`src/rtl/eth_tx_framer.sv`:
```
// Transmit Ethernet framer: wraps a raw frame byte stream with preamble, SFD,
// zero pad and FCS, then holds the line idle for the inter-frame gap.
module eth_tx_framer #(
    parameter int MIN_LEN   = 60,
    parameter int MAX_LEN   = 1514,
    parameter int IFG_BYTES = 12
) (
    input  logic        clk125MHz,
    input  logic        resetn,
    input  logic        tx_adv,
    input  logic [7:0]  in_data,
    input  logic        in_valid,
    input  logic        in_last,
    output logic        in_ready,
    output logic [7:0]  tx_data,
    output logic        tx_enable,
    output logic        busy,
    output logic        underrun,
    output logic        truncated,
    output logic [15:0] frame_count
);

    localparam int CW = $clog2(MAX_LEN + 1);
    localparam int IW = (IFG_BYTES > 1) ? $clog2(IFG_BYTES) : 1;

    typedef enum logic [2:0] {
        IDLE, PREAMBLE, SFD, PAYLOAD, PAD, FCS, IFG, FLUSH
    } state_t;

    state_t        state;
    logic [CW-1:0] byte_count;
    logic [CW-1:0] count_inc;
    logic [2:0]    pre_count;
    logic [1:0]    fcs_index;
    logic [IW-1:0] ifg_count;
    logic [31:0]   crc;
    logic          bad_fcs;
    logic          flush_pending;
    logic          pad_after_inc;
    logic          pad_now;
    logic          hit_max;

    function automatic logic [31:0] crc_next(input logic [31:0] c, input logic [7:0] d);
        logic [31:0] r;
        r = c ^ {24'h0, d};
        for (int i = 0; i < 8; i++)
            r = r[0] ? ((r >> 1) ^ 32'hEDB88320) : (r >> 1);
        return r;
    endfunction

    // A frame marked bad sends the raw register so the receiver's check fails.
    function automatic logic [7:0] fcs_byte(input logic [31:0] c, input logic bad,
                                            input logic [1:0] idx);
        logic [31:0] v;
        v = bad ? c : ~c;
        v = v >> {idx, 3'b000};
        return v[7:0];
    endfunction

    assign in_ready      = ((state == PAYLOAD) || (state == FLUSH)) && tx_adv;
    assign count_inc     = byte_count + CW'(1);
    assign pad_after_inc = int'(count_inc) < MIN_LEN;
    assign pad_now       = int'(byte_count) < MIN_LEN;
    assign hit_max       = int'(count_inc) == MAX_LEN;

    always_ff @(posedge clk125MHz or negedge resetn) begin
        if (!resetn) begin
            state         <= IDLE;
            byte_count    <= '0;
            pre_count     <= '0;
            fcs_index     <= '0;
            ifg_count     <= '0;
            crc           <= 32'hFFFFFFFF;
            bad_fcs       <= 1'b0;
            flush_pending <= 1'b0;
            tx_data       <= 8'h00;
            tx_enable     <= 1'b0;
            busy          <= 1'b0;
            underrun      <= 1'b0;
            truncated     <= 1'b0;
            frame_count   <= '0;
        end else begin
            underrun  <= 1'b0;
            truncated <= 1'b0;
            if (tx_adv) begin
                case (state)
                    // The starting advance already drives the first preamble byte.
                    IDLE: begin
                        tx_data   <= 8'h00;
                        tx_enable <= 1'b0;
                        if (in_valid) begin
                            tx_data       <= 8'h55;
                            tx_enable     <= 1'b1;
                            byte_count    <= '0;
                            pre_count     <= 3'd1;
                            bad_fcs       <= 1'b0;
                            flush_pending <= 1'b0;
                            busy          <= 1'b1;
                            state         <= PREAMBLE;
                        end
                    end
                    PREAMBLE: begin
                        tx_data   <= 8'h55;
                        pre_count <= pre_count + 3'd1;
                        if (pre_count == 3'd6)
                            state <= SFD;
                    end
                    SFD: begin
                        tx_data   <= 8'hD5;
                        crc       <= 32'hFFFFFFFF;
                        fcs_index <= '0;
                        state     <= PAYLOAD;
                    end
                    PAYLOAD: begin
                        if (in_valid) begin
                            tx_data    <= in_data;
                            crc        <= crc_next(crc, in_data);
                            byte_count <= count_inc;
                            if (in_last) begin
                                state <= pad_after_inc ? PAD : FCS;
                            end else if (hit_max) begin
                                truncated     <= 1'b1;
                                flush_pending <= 1'b1;
                                state         <= FCS;
                            end
                        end else begin
                            // Underrun: this advance becomes the first pad or FCS byte.
                            underrun      <= 1'b1;
                            bad_fcs       <= 1'b1;
                            flush_pending <= 1'b1;
                            if (pad_now) begin
                                tx_data    <= 8'h00;
                                crc        <= crc_next(crc, 8'h00);
                                byte_count <= count_inc;
                                state      <= pad_after_inc ? PAD : FCS;
                            end else begin
                                tx_data   <= fcs_byte(crc, 1'b1, 2'd0);
                                fcs_index <= 2'd1;
                                state     <= FCS;
                            end
                        end
                    end
                    PAD: begin
                        tx_data    <= 8'h00;
                        crc        <= crc_next(crc, 8'h00);
                        byte_count <= count_inc;
                        if (!pad_after_inc)
                            state <= FCS;
                    end
                    FCS: begin
                        tx_data   <= fcs_byte(crc, bad_fcs, fcs_index);
                        fcs_index <= fcs_index + 2'd1;
                        if (fcs_index == 2'd3) begin
                            frame_count <= frame_count + 16'd1;
                            ifg_count   <= '0;
                            state       <= IFG;
                        end
                    end
                    IFG: begin
                        tx_data   <= 8'h00;
                        tx_enable <= 1'b0;
                        ifg_count <= ifg_count + IW'(1);
                        if (ifg_count == IW'(IFG_BYTES - 1)) begin
                            busy  <= flush_pending;
                            state <= flush_pending ? FLUSH : IDLE;
                        end
                    end
                    FLUSH: begin
                        tx_data   <= 8'h00;
                        tx_enable <= 1'b0;
                        if (in_valid && in_last) begin
                            busy          <= 1'b0;
                            flush_pending <= 1'b0;
                            state         <= IDLE;
                        end
                    end
                    default: state <= IDLE;
                endcase
            end
        end
    end

endmodule

```
`config.mk`:
```
export PLATFORM = sky130hd
export DESIGN_NAME = eth_tx_framer
export DESIGN_NICKNAME = d
export VERILOG_FILES = /design/src/rtl/eth_tx_framer.sv
export SDC_FILE = /design/constraint.sdc
export NUM_CORES = 1
export LEC_CHECK = 0
export ABC_AREA = 1
export CAP_MARGIN = 40
export CORE_MARGIN = 1
export CORE_UTILIZATION = 25
export CTS_CLUSTER_SIZE = 16
export DETAILED_ROUTE_END_ITERATION = 8
export GPL_TIMING_DRIVEN = 0
export MAX_ROUTING_LAYER = met4
export PLACE_DENSITY_LB_ADDON = 0.2
export RECOVER_POWER = 100
export SLEW_MARGIN = 40
export SYNTH_ARGS = -nofsm -noshare
export SYNTH_HDL_FRONTEND = slang
export SYNTH_SLANG_ARGS = --single-unit
export TNS_END_PERCENT = 20
```
`constraint.sdc`:
```
create_clock -name clk125MHz -period 2.2 [get_ports clk125MHz]
set_input_delay 0.44 -clock clk125MHz [delete_from_list [all_inputs] [get_ports clk125MHz]]
set_output_delay 0.44 -clock clk125MHz [all_outputs]
set_load 0.02 [all_outputs]
```
======== Word level (Yosys, flattened, before mapping) ========
Index checks and enable logic that the tools add are counted.
Widths: inputs -> output; s select.
storage, ports and cells
  memory bits (writable) .................. 0
  flip-flop bits (word level) ............. 85
  memories kept ........................... 0
  word-level logic and storage cells ...... 157
  bits of input ports ..................... 13
  latch bits .............................. 0
  output and inout bits ................... 29
  ROM bits ................................ 0
operators by class
  shift-type cells ........................ 1
  reduce and logical (&&, ||, !) cells .... 26
  bitwise operators ....................... 18
  add/sub/neg operators ................... 5
  equality and inequality tests ........... 23
  multiplexer cells ....................... 68
  divide/modulo/power cells ............... 0
  magnitude comparators ................... 2
  multipliers ............................. 0
operator list
  kind                   count
  $mux 32                19
  $not 13->14            16
  $pmux 32 s3            1
  $pmux 8 s6             1
  $mux 11                3
  $pmux 11 s3            1
  $not 32->32            1
  $shr 32x5->8           1
  $xor 32x8->32          1
  $mux 3                 10
  $pmux 3 s8             1
  $lt 11x6->1 const B    2
  $mux 1                 19
  $add 16x1->16 const B  1
  $mux 8                 2
  $eq 3x3->1 const B     5
  $reduce_bool 3->1      5
  $ne 2x2->1 const B     7
  $reduce_and 3->1       4
  $reduce_and 4->1       3
  $add 11x1->11 const B  1
  $eq 11x11->1 const B   1
  $ne 3x3->1 const B     3
  $pmux 4 s2             1
  26 further kinds       34

======== Logic depth before layout (Yosys ltp) ========
  word-level depth ........................ 19
  gate-level depth with buffers ........... 14
  mapped depth without buffers ............ 14

======== Worst setup path after synthesis ========
OpenSTA, ideal clock, no wires.
  path type ............................... input-to-output
  start point ............................. input port tx_adv
  end point ............................... output port in_ready
  required time ........................... 1.760 ns
  path buffers ............................ 2
  arrival time ............................ 1.423 ns
  setup slack ............................. 0.337 ns
  stages .................................. 4
  cell sequence ........................... clkbuf_1 -> inv_1 -> clkbuf_1 -> nor2_1
on the way
  cells in the longest elaborated chain, start to end .. 1
ends and longest elaborated chain
  item               RTL line  RTL
  from (decl)        10        input logic tx_adv,
  $logic_and 1x1->1  60        assign in_ready = ((state == PAYLOAD) || (state == FLUSH)) && tx_adv;
  to (decl)          14        output logic in_ready,
Every way passes these cells.

======== Worst setup path in the final report ========
  start point ............................. register crc[1]
  end point ............................... register crc[20]
on the way
  cells in the longest elaborated chain, start to end .. 15
ends and longest elaborated chain
  item                                                     RTL line  RTL
  from (decl)                                              36        logic [31:0] crc;
  from (signal assigned)                                   117       crc <= crc_next(crc, in_data);
  from (signal assigned)                                   133       crc <= crc_next(crc, 8'h00);
  from (signal assigned)                                   145       crc <= crc_next(crc, 8'h00);
  $mux 32 / $xor 32x8->32 (equally long branches)          47, 45
  $mux 32 (2 in a row)                                     47        r = r[0] ? ((r >> 1) ^ 32'hEDB88320) : (r >> 1);
  $not 13->14 (no line) / $mux 32 (equally long branches)  --
  $mux 32 / $not 13->14 (equally long branches)            --
  $not 13->14 (no line) / $mux 32 (equally long branches)  --
  $mux 32 / $not 13->14 (equally long branches)            --
  $mux 32                                                  47
  $not 13->14 (no line) / $mux 32 (equally long branches)  --
  $mux 32 / $not 13->14 (equally long branches)            --
  $not 13->14 (no line) / $mux 32 (equally long branches)  --
  $mux 32 / $not 13->14 (equally long branches)            --
  $mux 32, on equally long branches                        131, 47
  $mux 32                                                  115       if (in_valid) begin
  $pmux 32 s3 (*)                                          86        case (state)
Every way passes the cells marked *; elsewhere a longest branch is shown, timed or not. The select of a mux whose other input is x is not followed.
A chain may end at the register's enable or synchronous reset.

==> impl_metrics.env <==
export IMPL_outcome="complete, no violations"
export IMPL_max_slew_margin=0.398
export IMPL_cts_buffers_inserted=9
export IMPL_postSynthAreaPerCell_sq_um=7.07
export IMPL_synth_ff_type="dfrtp_1"
export IMPL_drt_first_pass_iters=5
export IMPL_cts_tree="done"
export IMPL_syn_inst=979
export IMPL_port_buffers=40
export IMPL_netlist_area_sq_mm=0.00692
export IMPL_hold_class="in -> reg"
export IMPL_final_cell_mix="nand2_1 (292), inv_1 (92), nand3_1 (68)"
export IMPL_diodes=0
export IMPL_reg2reg_depth=13
export IMPL_die_h_um=168
export IMPL_cp_slowest_stage_delay_ns=0.61
export IMPL_powerDensity_mw_per_mm2=1540
export IMPL_place_ws_ns=-0.696
export IMPL_place_gp_congestion=0.921
export IMPL_crit_type="reg -> reg"
export IMPL_clk_root_buffer_cell="clkbuf_16"
export IMPL_wl_per_cell_um=17.6
export IMPL_cts_sinks=85
export IMPL_final_hold_violation_count=0
export IMPL_ys_seq_area_frac=0.313
export IMPL_fmax_mhz=462
export IMPL_endpoint_kind="flip-flop"
export IMPL_grt_pass1_wl_um=38000
export IMPL_fillers=2990
export IMPL_drive_above_1_share=0.146
export IMPL_cap_violations=0
export IMPL_clk_latency_ns=0.36
export IMPL_critical_path_arrival_ns=2.45
export IMPL_hpwl_um=18100
export IMPL_vias=6686
export IMPL_row_count=60
export IMPL_antenna_found_initial=0
export IMPL_fin_setup_tns_ns=0
export IMPL_globalRouteOverflowTotal=0
export IMPL_worst_r2r_startpoint="crc[1]"
export IMPL_ys_warnings_count=0
export IMPL_synthArstFlopShare=1.00
export IMPL_vias_per_cell=4.82
export IMPL_initial_utilization=0.256
export IMPL_tightest_slew_ns=0.904
export IMPL_clk_pin_slew_ns=0.07
export IMPL_drcViolationCount=0
export IMPL_htree_num_levels=3
export IMPL_area_growth_pct=20.2
export IMPL_nets=1060
export IMPL_yosysTopAreaCell="dfrtp_1"
export IMPL_dieArea_sq_mm=0.0284
export IMPL_worstPathRequired_ns=2.49
export IMPL_synth_top_cell_area_share=0.192
export IMPL_core_area_sq_mm=0.0270
export IMPL_critPathSlowestCell="dfstp_2"
export IMPL_slew_violations=0
export IMPL_ys_ff_latch=85
export IMPL_worstSetupStartpoint="crc[1]"
export IMPL_finClkSkew_ns=0.00820
export IMPL_cp_max_fo=10
export IMPL_drtAntennaViolNets=0
export IMPL_rsz0062_at_grt="yes"
export IMPL_die_w_um=168
export IMPL_path_cells="buf_12 -> inv_2 -> nand2_1 -> nand2_4 -> nand2_1 -> nand2_4 -> nand2_2 -> nand2_4 -> nand2_2 -> nand2_1 -> nand2_1 -> nand3_1 -> a21boi_2"
export IMPL_grtUsageTotal=0.183
export IMPL_endpoint="crc[20]"
export IMPL_start_kind="flip-flop"
export IMPL_worst_path_most_repeated_cell="nand2_1"
export IMPL_ios=42
export IMPL_clockBufferDepth=2
export IMPL_ir_worst_vdd_mv=0.528
export IMPL_yosysUniqueCellTypes=58
export IMPL_grt_pass1_vias=6342
export IMPL_r2r_end="crc[20]"
export IMPL_synth_edf_count=0
export IMPL_first_iter_violations=524
export IMPL_final_period_utilization=0.985
export IMPL_finalSetupViolCount=0
export IMPL_layout_commonest_cell="nand2_1"
export IMPL_setup_slack_ns=0.0333
export IMPL_finalCriticalPeriod_ns=2.17
export IMPL_synth_fp_nets=999
export IMPL_p_leak_nw=4.05
export IMPL_synth_area_top_cells="dfrtp_1 (19%), nand2_1 (16%), dfstp_2 (12%), xor2_1 (7.7%), xnor2_1 (5.1%)"
export IMPL_ff2ff_setup_slack_ns=0.03
export IMPL_wl_um=24400
export IMPL_grt_max_degree=52
-- stage by stage --
step | hold WS, ns | util | cell area (sq um) | power (mW) | cells
final | 0.443 | 0.308 | 8320 | 12.8 | 1386
after global routing | 0.470 | 0.308 | 8320 | 13.8 | 1386
after CTS | 0.438 | 0.303 | 8190 | 12.5 | 1383
after detailed placement | 0.336 | 0.288 | 7780 | 10.7 | 1361
after global placement | 0.464 | 0.287 | 7750 | 10.6 | 1360
after floorplan | 0.144 | - | 6920 | 8.52 | 979
-- layer usage --
| metal | routed length [um] | global-route usage | up-vias |
|---|---|---|---|
| met3 | 1340 | 0.0259 | 29 |
| met5 | 0 | - | - |
| met2 | 11200 | 0.287 | 188 |
| met4 | 394 | 0.0466 | 0 |
| met1 | 11400 | 0.246 | 3174 |
| li1 | - | - | 3295 |
-- where the power goes --
part	internal [mW]	switching (mW)	total [mW]
clock network	0.837	0.725	1.56
logic	3.07	5.37	8.44
registers	2.26	0.514	2.77
total	6.17	6.61	12.8
-- synth_stat cells (10+ instances only) --
master / count
o22ai_1: 10
dfrtp_1: 53
xnor2_1: 40
nand2_1: 296
nand2_2: 12
a21oi_1: 59
xor2_1: 61
buf_2: 12
inv_2: 14
inv_1: 90
nand3_1: 69
dfstp_2: 32
o21ai_0: 54
nor2_1: 51
-- how the worst min path moves through the flow --
stage	startpoint	to	depth (start not counted)
2_1_floorplan	resetn	bad_fcs	0
3_3_place_gp	frame_count[15]	frame_count[15]	1
3_5_place_dp	resetn	frame_count[2]	1
4_1_cts	tx_adv	tx_data[1]	3
5_1_grt	tx_adv	tx_data[5]	3
6_report	tx_adv	tx_data[5]	3
-- final cells by class --
type                            count  area (sq um)  share of cell area
Multi-Input combinational cell    754          4290               0.516
Tap cell                          341           427              0.0513
Timing Repair Buffer               53           507              0.0609
Clock buffer                       11           253              0.0304
Buffer                             27           204              0.0245
Inverter                          110           432              0.0519
Sequential cell                    85          2170               0.261
Clock inverter                      5          40.0             0.00481
-- state kept, by name, indices dropped and copies added (netlist names), 2 cells and up --
name / flops
frame_count: 16
fcs_index: 2
ifg_count: 4
tx_data: 8
state: 3
byte_count: 11
crc: 32
pre_count: 3
-- cells by family after synthesis --
group | share of synthesized area
buf+inv | 0.0853
xor+xnor | 0.148
compound gates | 0.148
flops | 0.313
simple gates | 0.293
fa+ha+maj | 0.0127
-- critical path, delay by kind of cell (launching register included) --
kind | cells | cell delay [ns]
DFF | 1 | 0.61
AOI/OAI and AO/OA | 1 | 0.17
and+or+nand+nor | 10 | 1.06
buffers and inverters | 2 | 0.22
-- timing repair --
item	in CTS	in global routing
resized for setup	21	37
pin swaps	2	6
endpoints found under the hold margin	34	0
hold buffers	1	0
endpoints found under the setup margin	46	48
setup buffers	6	5
No activity file was read; power rests on OpenSTA's default activity.
